--- src/rtl/ahb3lite_arb_pkg.sv ---
// Shared AHB3-Lite encodings and arbiter state type for the slave-port arbiter.
package ahb3lite_arb_pkg;

    localparam logic [1:0] HTRANS_IDLE   = 2'b00;
    localparam logic [1:0] HTRANS_BUSY   = 2'b01;
    localparam logic [1:0] HTRANS_NONSEQ = 2'b10;
    localparam logic [1:0] HTRANS_SEQ    = 2'b11;

    localparam logic HRESP_OKAY  = 1'b0;
    localparam logic HRESP_ERROR = 1'b1;

    typedef enum logic {
        StIdle,
        StOwned
    } arb_state_t;

endpackage

--- src/rtl/ahb_rr_arbiter_core.sv ---
// Masked round-robin picker: first requester at or above ptr wins, else lowest requester.
// Holding ptr at zero turns it into a fixed-priority arbiter (index 0 highest).
module ahb_rr_arbiter_core #(
    parameter int unsigned MASTERS = 2,
    localparam int unsigned IW     = (MASTERS > 1) ? $clog2(MASTERS) : 1
) (
    input  logic [MASTERS-1:0] req,
    input  logic [IW-1:0]      ptr,
    output logic [MASTERS-1:0] gnt
);

    logic [MASTERS-1:0] mask;
    logic [MASTERS-1:0] masked;
    logic [MASTERS-1:0] pick;

    always_comb begin
        mask = '0;
        for (int i = 0; i < MASTERS; i++) begin
            mask[i] = (i >= int'(ptr));
        end
        masked = req & mask;
        pick   = (|masked) ? masked : req;
        // isolate lowest set bit
        gnt    = pick & (~pick + MASTERS'(1));
    end

endmodule

--- src/rtl/ahb3lite_slave_arbiter.sv ---
// Shares one AHB3-Lite slave port between several masters; bursts and locked
// sequences keep their grant, losers are stalled through their HREADYOUT.
module ahb3lite_slave_arbiter
    import ahb3lite_arb_pkg::*;
#(
    parameter int unsigned MASTERS    = 2,
    parameter int unsigned HADDR_SIZE = 32,
    parameter int unsigned HDATA_SIZE = 32,
    parameter int unsigned ARB_RR     = 1,
    localparam int unsigned IW        = (MASTERS > 1) ? $clog2(MASTERS) : 1
) (
    input  logic                           HCLK,
    input  logic                           HRESET,

    input  logic [MASTERS-1:0]             mst_HSEL,
    input  logic [2*MASTERS-1:0]           mst_HTRANS,
    input  logic [HADDR_SIZE*MASTERS-1:0]  mst_HADDR,
    input  logic [MASTERS-1:0]             mst_HWRITE,
    input  logic [3*MASTERS-1:0]           mst_HSIZE,
    input  logic [3*MASTERS-1:0]           mst_HBURST,
    input  logic [4*MASTERS-1:0]           mst_HPROT,
    input  logic [MASTERS-1:0]             mst_HMASTLOCK,
    input  logic [HDATA_SIZE*MASTERS-1:0]  mst_HWDATA,
    output logic [MASTERS-1:0]             mst_HREADYOUT,
    output logic [MASTERS-1:0]             mst_HRESP,
    output logic [HDATA_SIZE-1:0]          mst_HRDATA,

    output logic                           slv_HSEL,
    output logic [1:0]                     slv_HTRANS,
    output logic [HADDR_SIZE-1:0]          slv_HADDR,
    output logic                           slv_HWRITE,
    output logic [2:0]                     slv_HSIZE,
    output logic [2:0]                     slv_HBURST,
    output logic [3:0]                     slv_HPROT,
    output logic                           slv_HMASTLOCK,
    output logic [HDATA_SIZE-1:0]          slv_HWDATA,
    output logic                           slv_HREADY,
    input  logic                           slv_HREADYOUT,
    input  logic                           slv_HRESP,
    input  logic [HDATA_SIZE-1:0]          slv_HRDATA,

    output logic [IW-1:0]                  grant_o
);

    arb_state_t          state_q;
    logic [IW-1:0]       owner_q;
    logic [IW-1:0]       ptr_q;
    logic [IW-1:0]       d_owner_q;
    logic                d_valid_q;

    logic [MASTERS-1:0]  req;
    logic [MASTERS-1:0]  gnt;
    logic [IW-1:0]       gnt_idx;
    logic [IW-1:0]       cur_owner;
    logic                cur_valid;
    logic [1:0]          own_trans;
    logic                own_lock;
    logic                hold;
    logic                arb_ok;
    logic                arb_now;
    logic                nonseq_done;

    always_comb begin
        req       = '0;
        gnt_idx   = '0;
        own_trans = HTRANS_IDLE;
        own_lock  = 1'b0;
        for (int m = 0; m < MASTERS; m++) begin
            req[m] = mst_HSEL[m] & mst_HTRANS[2*m+1];
            if (gnt[m]) gnt_idx = IW'(m);
            if (owner_q == IW'(m)) begin
                own_trans = mst_HTRANS[2*m +: 2];
                own_lock  = mst_HMASTLOCK[m];
            end
        end
    end

    ahb_rr_arbiter_core #(
        .MASTERS (MASTERS)
    ) u_core (
        .req (req),
        .ptr (ptr_q),
        .gnt (gnt)
    );

    // A burst in progress or a locked sequence keeps the bus with its owner.
    assign hold    = (state_q == StOwned) &&
                     (own_trans == HTRANS_SEQ || own_trans == HTRANS_BUSY || own_lock);
    assign arb_ok  = slv_HREADYOUT | ~d_valid_q;
    assign arb_now = ~HRESET & arb_ok & ~hold;

    // Newly arbitrated owner is used in the same cycle, so uncontended access adds no latency.
    always_comb begin
        cur_owner = owner_q;
        cur_valid = (state_q == StOwned);
        if (HRESET) begin
            cur_owner = '0;
            cur_valid = 1'b0;
        end else if (arb_now) begin
            cur_owner = gnt_idx;
            cur_valid = |gnt;
        end
    end

    assign grant_o = cur_owner;

    always_comb begin
        slv_HSEL      = 1'b0;
        slv_HTRANS    = HTRANS_IDLE;
        slv_HADDR     = '0;
        slv_HWRITE    = 1'b0;
        slv_HSIZE     = '0;
        slv_HBURST    = '0;
        slv_HPROT     = '0;
        slv_HMASTLOCK = 1'b0;
        slv_HWDATA    = '0;
        for (int m = 0; m < MASTERS; m++) begin
            if (cur_valid && cur_owner == IW'(m)) begin
                slv_HSEL      = mst_HSEL[m];
                slv_HTRANS    = mst_HTRANS[2*m +: 2];
                slv_HADDR     = mst_HADDR[HADDR_SIZE*m +: HADDR_SIZE];
                slv_HWRITE    = mst_HWRITE[m];
                slv_HSIZE     = mst_HSIZE[3*m +: 3];
                slv_HBURST    = mst_HBURST[3*m +: 3];
                slv_HPROT     = mst_HPROT[4*m +: 4];
                slv_HMASTLOCK = mst_HMASTLOCK[m];
            end
            if (d_owner_q == IW'(m)) begin
                slv_HWDATA = mst_HWDATA[HDATA_SIZE*m +: HDATA_SIZE];
            end
        end
    end

    assign slv_HREADY = slv_HREADYOUT;
    assign mst_HRDATA = slv_HRDATA;

    always_comb begin
        mst_HREADYOUT = '1;
        mst_HRESP     = {MASTERS{HRESP_OKAY}};
        if (!HRESET) begin
            for (int m = 0; m < MASTERS; m++) begin
                if (d_valid_q && d_owner_q == IW'(m)) begin
                    mst_HREADYOUT[m] = slv_HREADYOUT;
                    mst_HRESP[m]     = slv_HRESP ? HRESP_ERROR : HRESP_OKAY;
                end else if (cur_valid && cur_owner == IW'(m)) begin
                    mst_HREADYOUT[m] = slv_HREADYOUT;
                end else if (req[m]) begin
                    mst_HREADYOUT[m] = 1'b0;
                end
            end
        end
    end

    assign nonseq_done = cur_valid & slv_HREADYOUT & slv_HSEL & (slv_HTRANS == HTRANS_NONSEQ);

    always_ff @(posedge HCLK) begin
        if (HRESET) begin
            state_q   <= StIdle;
            owner_q   <= '0;
            ptr_q     <= '0;
            d_owner_q <= '0;
            d_valid_q <= 1'b0;
        end else begin
            if (arb_now) begin
                state_q <= (|gnt) ? StOwned : StIdle;
                owner_q <= gnt_idx;
            end
            if (ARB_RR != 0 && nonseq_done) begin
                ptr_q <= (cur_owner == IW'(MASTERS - 1)) ? '0 : cur_owner + IW'(1);
            end
            if (slv_HREADYOUT) begin
                d_valid_q <= cur_valid & slv_HSEL & (slv_HTRANS != HTRANS_IDLE);
                d_owner_q <= cur_owner;
            end
        end
    end

endmodule

--- config.mk ---
export PLATFORM = sky130hd
export DESIGN_NAME = ahb3lite_slave_arbiter
export DESIGN_NICKNAME = d
export VERILOG_FILES = /design/src/rtl/ahb3lite_arb_pkg.sv /design/src/rtl/ahb_rr_arbiter_core.sv /design/src/rtl/ahb3lite_slave_arbiter.sv
export SDC_FILE = /design/constraint.sdc
export NUM_CORES = 1
export LEC_CHECK = 0
export CORE_AREA = 2 2 120 122
export DETAILED_ROUTE_END_ITERATION = 10
export DIE_AREA = 0 0 122 124
export SLEW_MARGIN = 20
export SYNTH_ARGS = -nofsm -noshare
export SYNTH_HDL_FRONTEND = slang
export SYNTH_SLANG_ARGS = --single-unit
export TNS_END_PERCENT = 1
--- constraint.sdc ---
create_clock -name HCLK -period 1.9 [get_ports HCLK]
set_input_delay 0.38 -clock HCLK [delete_from_list [all_inputs] [get_ports HCLK]]
set_output_delay 0.38 -clock HCLK [all_outputs]
set_load 0.005 [all_outputs]
# [Word level (Yosys, flattened, before mapping)]
# Cells that the tools add are included.
[word_totals] regBits=5 input_bits=194 word_cells=77
[op_classes] add_sub_neg=2 order_cmp=1 n_eq_ne=3 n_mux=38 bitwise_logic=18 reduce_logical=10
[op_table] op="2-to-1 mux 32 bit" count=3
[op_table] op="2-to-1 mux 1 bit" count=23
[op_table] op="2-to-1 mux 2 bit" count=6
[op_table] op="2-to-1 mux 3 bit" count=4
[op_table] op="bitwise AND 1 bit" count=9
[op_table] op="2-to-1 mux 4 bit" count=2
[op_table] op="logical AND 1 bit" count=5
[op_table] op="NOT 1 bit" count=5
[op_table] op="bitwise AND 2 bit" count=2
[op_table] op="== test 2 bit, second input constant" count=2
[op_table] op="OR reduction 2 bit" count=2
[op_table] op="adder 2 x 1 -> 2 bit, second input constant" count=1
[op_table] op="== test 2 x 1 -> 1 bit, second input constant" count=1
[op_table] op="logical OR 1 bit" count=2
[op_table] op="NOT 2 bit" count=1
[op_table] op="nonzero test 2 bit" count=1
[op_table] op="adder 1 bit, second input constant" count=1
[op_table] op="greater-or-equal comparator 1 bit, first input constant" count=1
[op_table] op="OR 1 bit" count=1

# [Longest topological paths before layout]
[logic_depth] ltp_word=16 ltp_mapped=9 mapped_depth_nobuf=7

# [Cells and area by module]
# A second synthesis with hierarchy kept.
[unflattened] hier_cells=301 area_unflattened_um2=1960.6
[modules_own_cells] mod="ahb3lite_slave_arbiter" instances=1 cells_per_inst=298 area_each_um2=1941.9 seq_area_each_um2=100.1
[modules_own_cells] mod="ahb_rr_arbiter_core" instances=1 cells_per_inst=3 area_each_um2=18.8 seq_area_each_um2=0.0

# [Worst setup path before layout]
# OpenSTA, ideal clock, no wires.
[synth_path] kind="register to output" from="reg owner_q" to="out slv_HADDR[22]" arrival_ns=1.525 setup_slack_ns=-0.005 path_stages_with_launch=7 path_cell_list="dfxtp_1 > nor3b_2 > o31a_1 > a211o_1 > buf_4 > buf_6 > a21oi_1"
[synth_via] elab_chain_cells=13
[synth_rtl] element="start, declared" line="ahb3lite_slave_arbiter.sv:46" source="logic [IW-1:0] owner_q;"
[synth_rtl] element="start signal, assigned" line="ahb3lite_slave_arbiter.sv:166" source="owner_q <= gnt_idx;"
[synth_rtl] element="2-to-1 mux 2 bit" line="ahb3lite_slave_arbiter.sv:71" source="if (owner_q == IW'(m)) begin"
[synth_rtl] element="== test 2 bit / == test 2 x 1 -> 1 bit (equally long branches)" line="ahb3lite_slave_arbiter.sv:88" source="(own_trans == HTRANS_SEQ || own_trans == HTRANS_BUSY || own_lock);"
[synth_rtl] element="logical OR 1 bit (2 in series)" line="ahb3lite_slave_arbiter.sv:88"
[synth_rtl] element="logical AND 1 bit" line="ahb3lite_slave_arbiter.sv:87" source="assign hold = (state_q == StOwned) &&"
[synth_rtl] element="NOT 1 bit" line="ahb3lite_slave_arbiter.sv:90" source="assign arb_now = ~HRESET & arb_ok & ~hold;"
[synth_rtl] element="bitwise AND 1 bit" line="ahb3lite_slave_arbiter.sv:90"
[synth_rtl] element="2-to-1 mux 1 bit (2 in series)"
[synth_rtl] element="NOT 1 bit" line="ahb3lite_slave_arbiter.sv:118" source="if (cur_valid && cur_owner == IW'(m)) begin"
[synth_rtl] element="logical AND 1 bit" line="ahb3lite_slave_arbiter.sv:118"
[synth_rtl] element="2-to-1 mux 32 bit" line="ahb3lite_slave_arbiter.sv:118"
[synth_rtl] element="2-to-1 mux 32 bit (*)" line="ahb3lite_slave_arbiter.sv:118"
[synth_rtl] element="end, declared" line="ahb3lite_slave_arbiter.sv:30" source="output logic [HADDR_SIZE-1:0] slv_HADDR,"
# Mark *: on every way between the ends. The rest lies on a longest branch, timed or not.

# [Worst setup path in the final report]
[layout_path] from="reg owner_q" to="out slv_HSIZE[1]"
[layout_via] elab_chain_cells=13
[layout_rtl] element="2-to-1 mux 2 bit" line="ahb3lite_slave_arbiter.sv:71"
[layout_rtl] element="== test 2 bit / == test 2 x 1 -> 1 bit (equally long branches)" line="ahb3lite_slave_arbiter.sv:88"
[layout_rtl] element="logical OR 1 bit (2 in series)" line="ahb3lite_slave_arbiter.sv:88"
[layout_rtl] element="logical AND 1 bit" line="ahb3lite_slave_arbiter.sv:87"
[layout_rtl] element="NOT 1 bit" line="ahb3lite_slave_arbiter.sv:90"
[layout_rtl] element="bitwise AND 1 bit" line="ahb3lite_slave_arbiter.sv:90"
[layout_rtl] element="2-to-1 mux 1 bit (2 in series)"
[layout_rtl] element="NOT 1 bit" line="ahb3lite_slave_arbiter.sv:118"
[layout_rtl] element="logical AND 1 bit" line="ahb3lite_slave_arbiter.sv:118"
[layout_rtl] element="2-to-1 mux 3 bit" line="ahb3lite_slave_arbiter.sv:118"
[layout_rtl] element="2-to-1 mux 3 bit (*)" line="ahb3lite_slave_arbiter.sv:118"
[layout_rtl] element="end, declared" line="ahb3lite_slave_arbiter.sv:32" source="output logic [2:0] slv_HSIZE,"
# Marks and branches as above.

==> flow_metrics.env <==
export IMPL_route_detailed_wl_per_inst_um=15.70
export IMPL_antenna_cells=0
export IMPL_setup_tns_ps=-22050
export IMPL_power_density_nw_per_um2=321.3
export IMPL_worstPathRequired_ps=1520
export IMPL_postSynth_topFlopCell="dfxtp_1"
export IMPL_run_status="finished, violations left"
export IMPL_grt_max_degree=48
export IMPL_worst_r2r_setup_slack_ps=110
export IMPL_ctsRootBufferMaster="clkbuf_16"
export IMPL_synth_nets=473
export IMPL_worstHoldPathType="reg2reg"
export IMPL_number_of_fill_cells_in_the_layout=1486
export IMPL_post_dp_hpwl_mm=8.277
export IMPL_setup_repair_after_global_routing_missed_its_margin="yes"
export IMPL_chipWidth_um=122
export IMPL_timing_critical_path_to_type="output pin"
export IMPL_hold_depth=2
export IMPL_timing_hold_worst_endpoint="d_owner_q"
export IMPL_final_period_utilization=1.283
export IMPL_clock_sinks=5
export IMPL_design_area_um2=4576
export IMPL_synth_enable_flop_cells=0
export IMPL_maximum_root_to_sink_buffer_count=2
export IMPL_synth_top_area_share=0.2025
export IMPL_synthesis_instances=279
export IMPL_cpMaxStageDelayCell="a211o_4"
export IMPL_design_portCount=311
export IMPL_timing_final_setup_violations=50
export IMPL_power_leakage_uw=0.002019
export IMPL_htreeDepth=1
export IMPL_hold_start="d_owner_q"
export IMPL_cts_inserted_buffers=3
export IMPL_antenna_violations_before_repair=0
export IMPL_post_place_cells=683
export IMPL_initial_utilization=0.1311
export IMPL_ant_nets=0
export IMPL_gpl_final_weighted_congestion=0.8405
export IMPL_period_minus_slack_ps=2438
export IMPL_clock_tree_from_tritoncts="built"
export IMPL_routed_wirelength_mm=10.95
export IMPL_clock_slew_seen_by_the_registers_of_the_worst_setup_and_hold_paths_ps=30
export IMPL_area_growth_pct=154.5
export IMPL_first_global_vias=2740
export IMPL_critical_path_class="reg2out"
export IMPL_maxSlewViolCount=0
export IMPL_grt_util_all_layers=0.1291
export IMPL_synth_async_reset_ratio=0
export IMPL_die_extent_in_y_um=124
export IMPL_worst_path_max_fanout=47
export IMPL_core_area_um2=13720
export IMPL_layout_core_utilization=0.3335
export IMPL_yosysUniqueCellTypes=38
export IMPL_dr_total_vias=2795
export IMPL_synth_warnings=0
export IMPL_overflow=0
export IMPL_finClkSkew_ps=1.071
export IMPL_detailed_place_area_um2=4403
export IMPL_post_synth_instance_area_um2=1798
export IMPL_vdd_drop_max_mv=0.1839
export IMPL_violations_in_the_final_reports="setup timing"
export IMPL_synth_top_cell_by_area="nand2_1"
export IMPL_ff2ff_path_depth=8
export IMPL_insertion_delay_ps=230
export IMPL_worst_case_setup_slack_after_placement_ps=-1172
export IMPL_cts_hold_buffers=0
export IMPL_drt_vias_per_instance=4.010
export IMPL_synth_area_top_cells="nand2_1, mux2_2, buf_4, a21oi_1, dfxtp_1"
export IMPL_timing_critical_path_arrival_ps=2060
export IMPL_cp_cell_sequence="nor3b_4 > o31a_1 > a211o_4 > buf_12 > a21oi_1 > dlygate4sd2_1"
export IMPL_worst_r2r_startpoint="owner_q"
export IMPL_timing_hold_violations_final=0
export IMPL_worstSetupStartpointType="flip-flop"
export IMPL_drcViolationCount=0
export IMPL_cap_violations=0
export IMPL_grt_pass1_wl_mm=15.10
export IMPL_tightest_slew_ps=296.3
export IMPL_slew_headroom=0.8025
export IMPL_max_freq_mhz=410.2
export IMPL_worst_r2r_endpoint="ptr_q"
export IMPL_final_layout_size_suffix_gt1_frac=0.2708
export IMPL_fin_nets=712
export IMPL_ys_ff_latch=5
export IMPL_drt_pass1_iterations=4
export IMPL_layout_cells_non_filler=697
export IMPL_row_count=43
export IMPL_max_stage_delay_ps=360
export IMPL_die_area_um2=15130
export IMPL_finalWorstSetupSlack_ps=-537.8
export IMPL_synth_yosys_seq_area_share=0.05567
export IMPL_port_buffer_count=246
export IMPL_detailedRoute_firstIterationViolations=112
export IMPL_syn_area_per_cell_um2=6.444
[metrics by stage]
step | hold slack, ps | total power, uW
floorplan | 475.6 | 486.5
global placement | 554.8 | 1137
detailed placement | 565.4 | 1145
CTS | 543.6 | 1471
global route | 593.3 | 1555
finish | 552.5 | 1470
[flip-flops by register name (all words and copies together) (netlist names)]
register,flops
d_owner_q,1
ptr_q,1
state_q,1
owner_q,1
d_valid_q,1
[timing repair]
item / CTS / global route
pin swaps: 10 / 5
setup endpoints to repair: 87 / 52
buffers inserted: 6 / 0
resized for setup: 185 / 34
gates cloned: 3 / 1
[power breakdown]
| group | internal, uW | switching [uW] | leakage [uW] | total [uW] |
|---|---|---|---|---|
| logic | 637 | 360 | 0.00194 | 996 |
| registers | 114 | 10.5 | 0.0000427 | 124 |
| clock network | 278 | 71.2 | 0.0000382 | 350 |
| total | 1030 | 441 | 0.00202 | 1470 |
[cell families after synthesis]
group                  Yosys count  share of synthesized area
flip-flops                       5                    0.05567
buffers and inverters           58                     0.2213
AO/OA/AOI/OAI                   67                     0.2373
AND/OR/NAND/NOR                115                     0.2742
multiplexers                    34                     0.2116
[Yosys cell counts (2+ instances only)]
master	count
inv_2	2
nand4b_1	2
buf_4	36
nand2_1	97
o31ai_1	2
buf_1	3
a21oi_2	5
inv_1	3
nor2_1	4
buf_2	6
dfxtp_1	5
a22oi_1	2
nor3_1	3
nor3_2	2
mux2i_1	2
mux2_2	32
buf_6	5
clkbuf_1	3
a21oi_1	45
a211o_1	2
[cells in the final DEF (no fill, tap or decap), types with 2 or more instances in the layout]
master | Yosys | routed
nor2_1 | 4 | 4
nand2b_4 | 1 | 2
buf_4 | 36 | 29
clkdlybuf4s15_2 | 0 | 2
dlygate4sd2_1 | 0 | 60
clkbuf_2 | 0 | 9
mux2i_1 | 2 | 2
inv_1 | 3 | 3
clkbuf_16 | 0 | 4
dfxtp_1 | 5 | 2
buf_12 | 0 | 6
a21oi_2 | 5 | 10
nor3_1 | 3 | 3
nand2_1 | 97 | 95
clkdlybuf4s50_1 | 0 | 152
o31ai_1 | 2 | 2
nand2_2 | 0 | 2
nor3_4 | 0 | 2
mux2_4 | 0 | 3
buf_16 | 0 | 3
mux2_2 | 32 | 29
buf_2 | 6 | 18
nand4b_1 | 2 | 2
a21bo_2 | 1 | 2
a21oi_1 | 45 | 39
dfxtp_4 | 0 | 2
buf_6 | 5 | 5
[layer usage]
| layer | vias up | global-route usage | share of wire |
|---|---|---|---|
| li1 | 1388 | - | - |
| met1 | 1301 | 0.1644 | 0.42 |
| met2 | 94 | 0.2284 | 0.52 |
| met3 | 12 | 0.02381 | 0.052 |
| met4 | 0 | 0.02443 | 0.010 |
| met5 | - | 0 | 0 |
[worst max-delay path: cells and delay by family, from the launching register on]
family	cells	cell delay (ps)
AOI/OAI and AO/OA	3	820
and+or+nand+nor	1	160
buffers and inverters	2	440
DFF	1	350
[final cells by class]
| cell class | instances | area, um^2 | share of cell area |
|---|---|---|---|
| well taps | 180 | 225.2 | 0.04922 |
| flip-flops and latches | 5 | 108.9 | 0.02379 |
| multi-input cells | 216 | 1410 | 0.3082 |
| repair buffers | 287 | 2729 | 0.5964 |
| inverters | 5 | 23.77 | 0.005196 |
| clock buffers | 4 | 78.83 | 0.01723 |
[worst max path at each step]
| stage | start | slack, ps | endpoint | cells after the start |
|---|---|---|---|---|
| after floorplan | mst_HTRANS[2] | 7 | slv_HADDR[10] | 9 |
| after global placement | mst_HMASTLOCK[1] | -1160 | mst_HREADYOUT[1] | 9 |
| after detailed placement | mst_HMASTLOCK[1] | -1170 | mst_HREADYOUT[1] | 9 |
| after CTS | owner_q | -560 | mst_HREADYOUT[0] | 8 |
| after global routing | owner_q | -600 | slv_HSIZE[1] | 6 |
| final | owner_q | -540 | slv_HSIZE[1] | 6 |
Power figures use the tool's default switching activity.
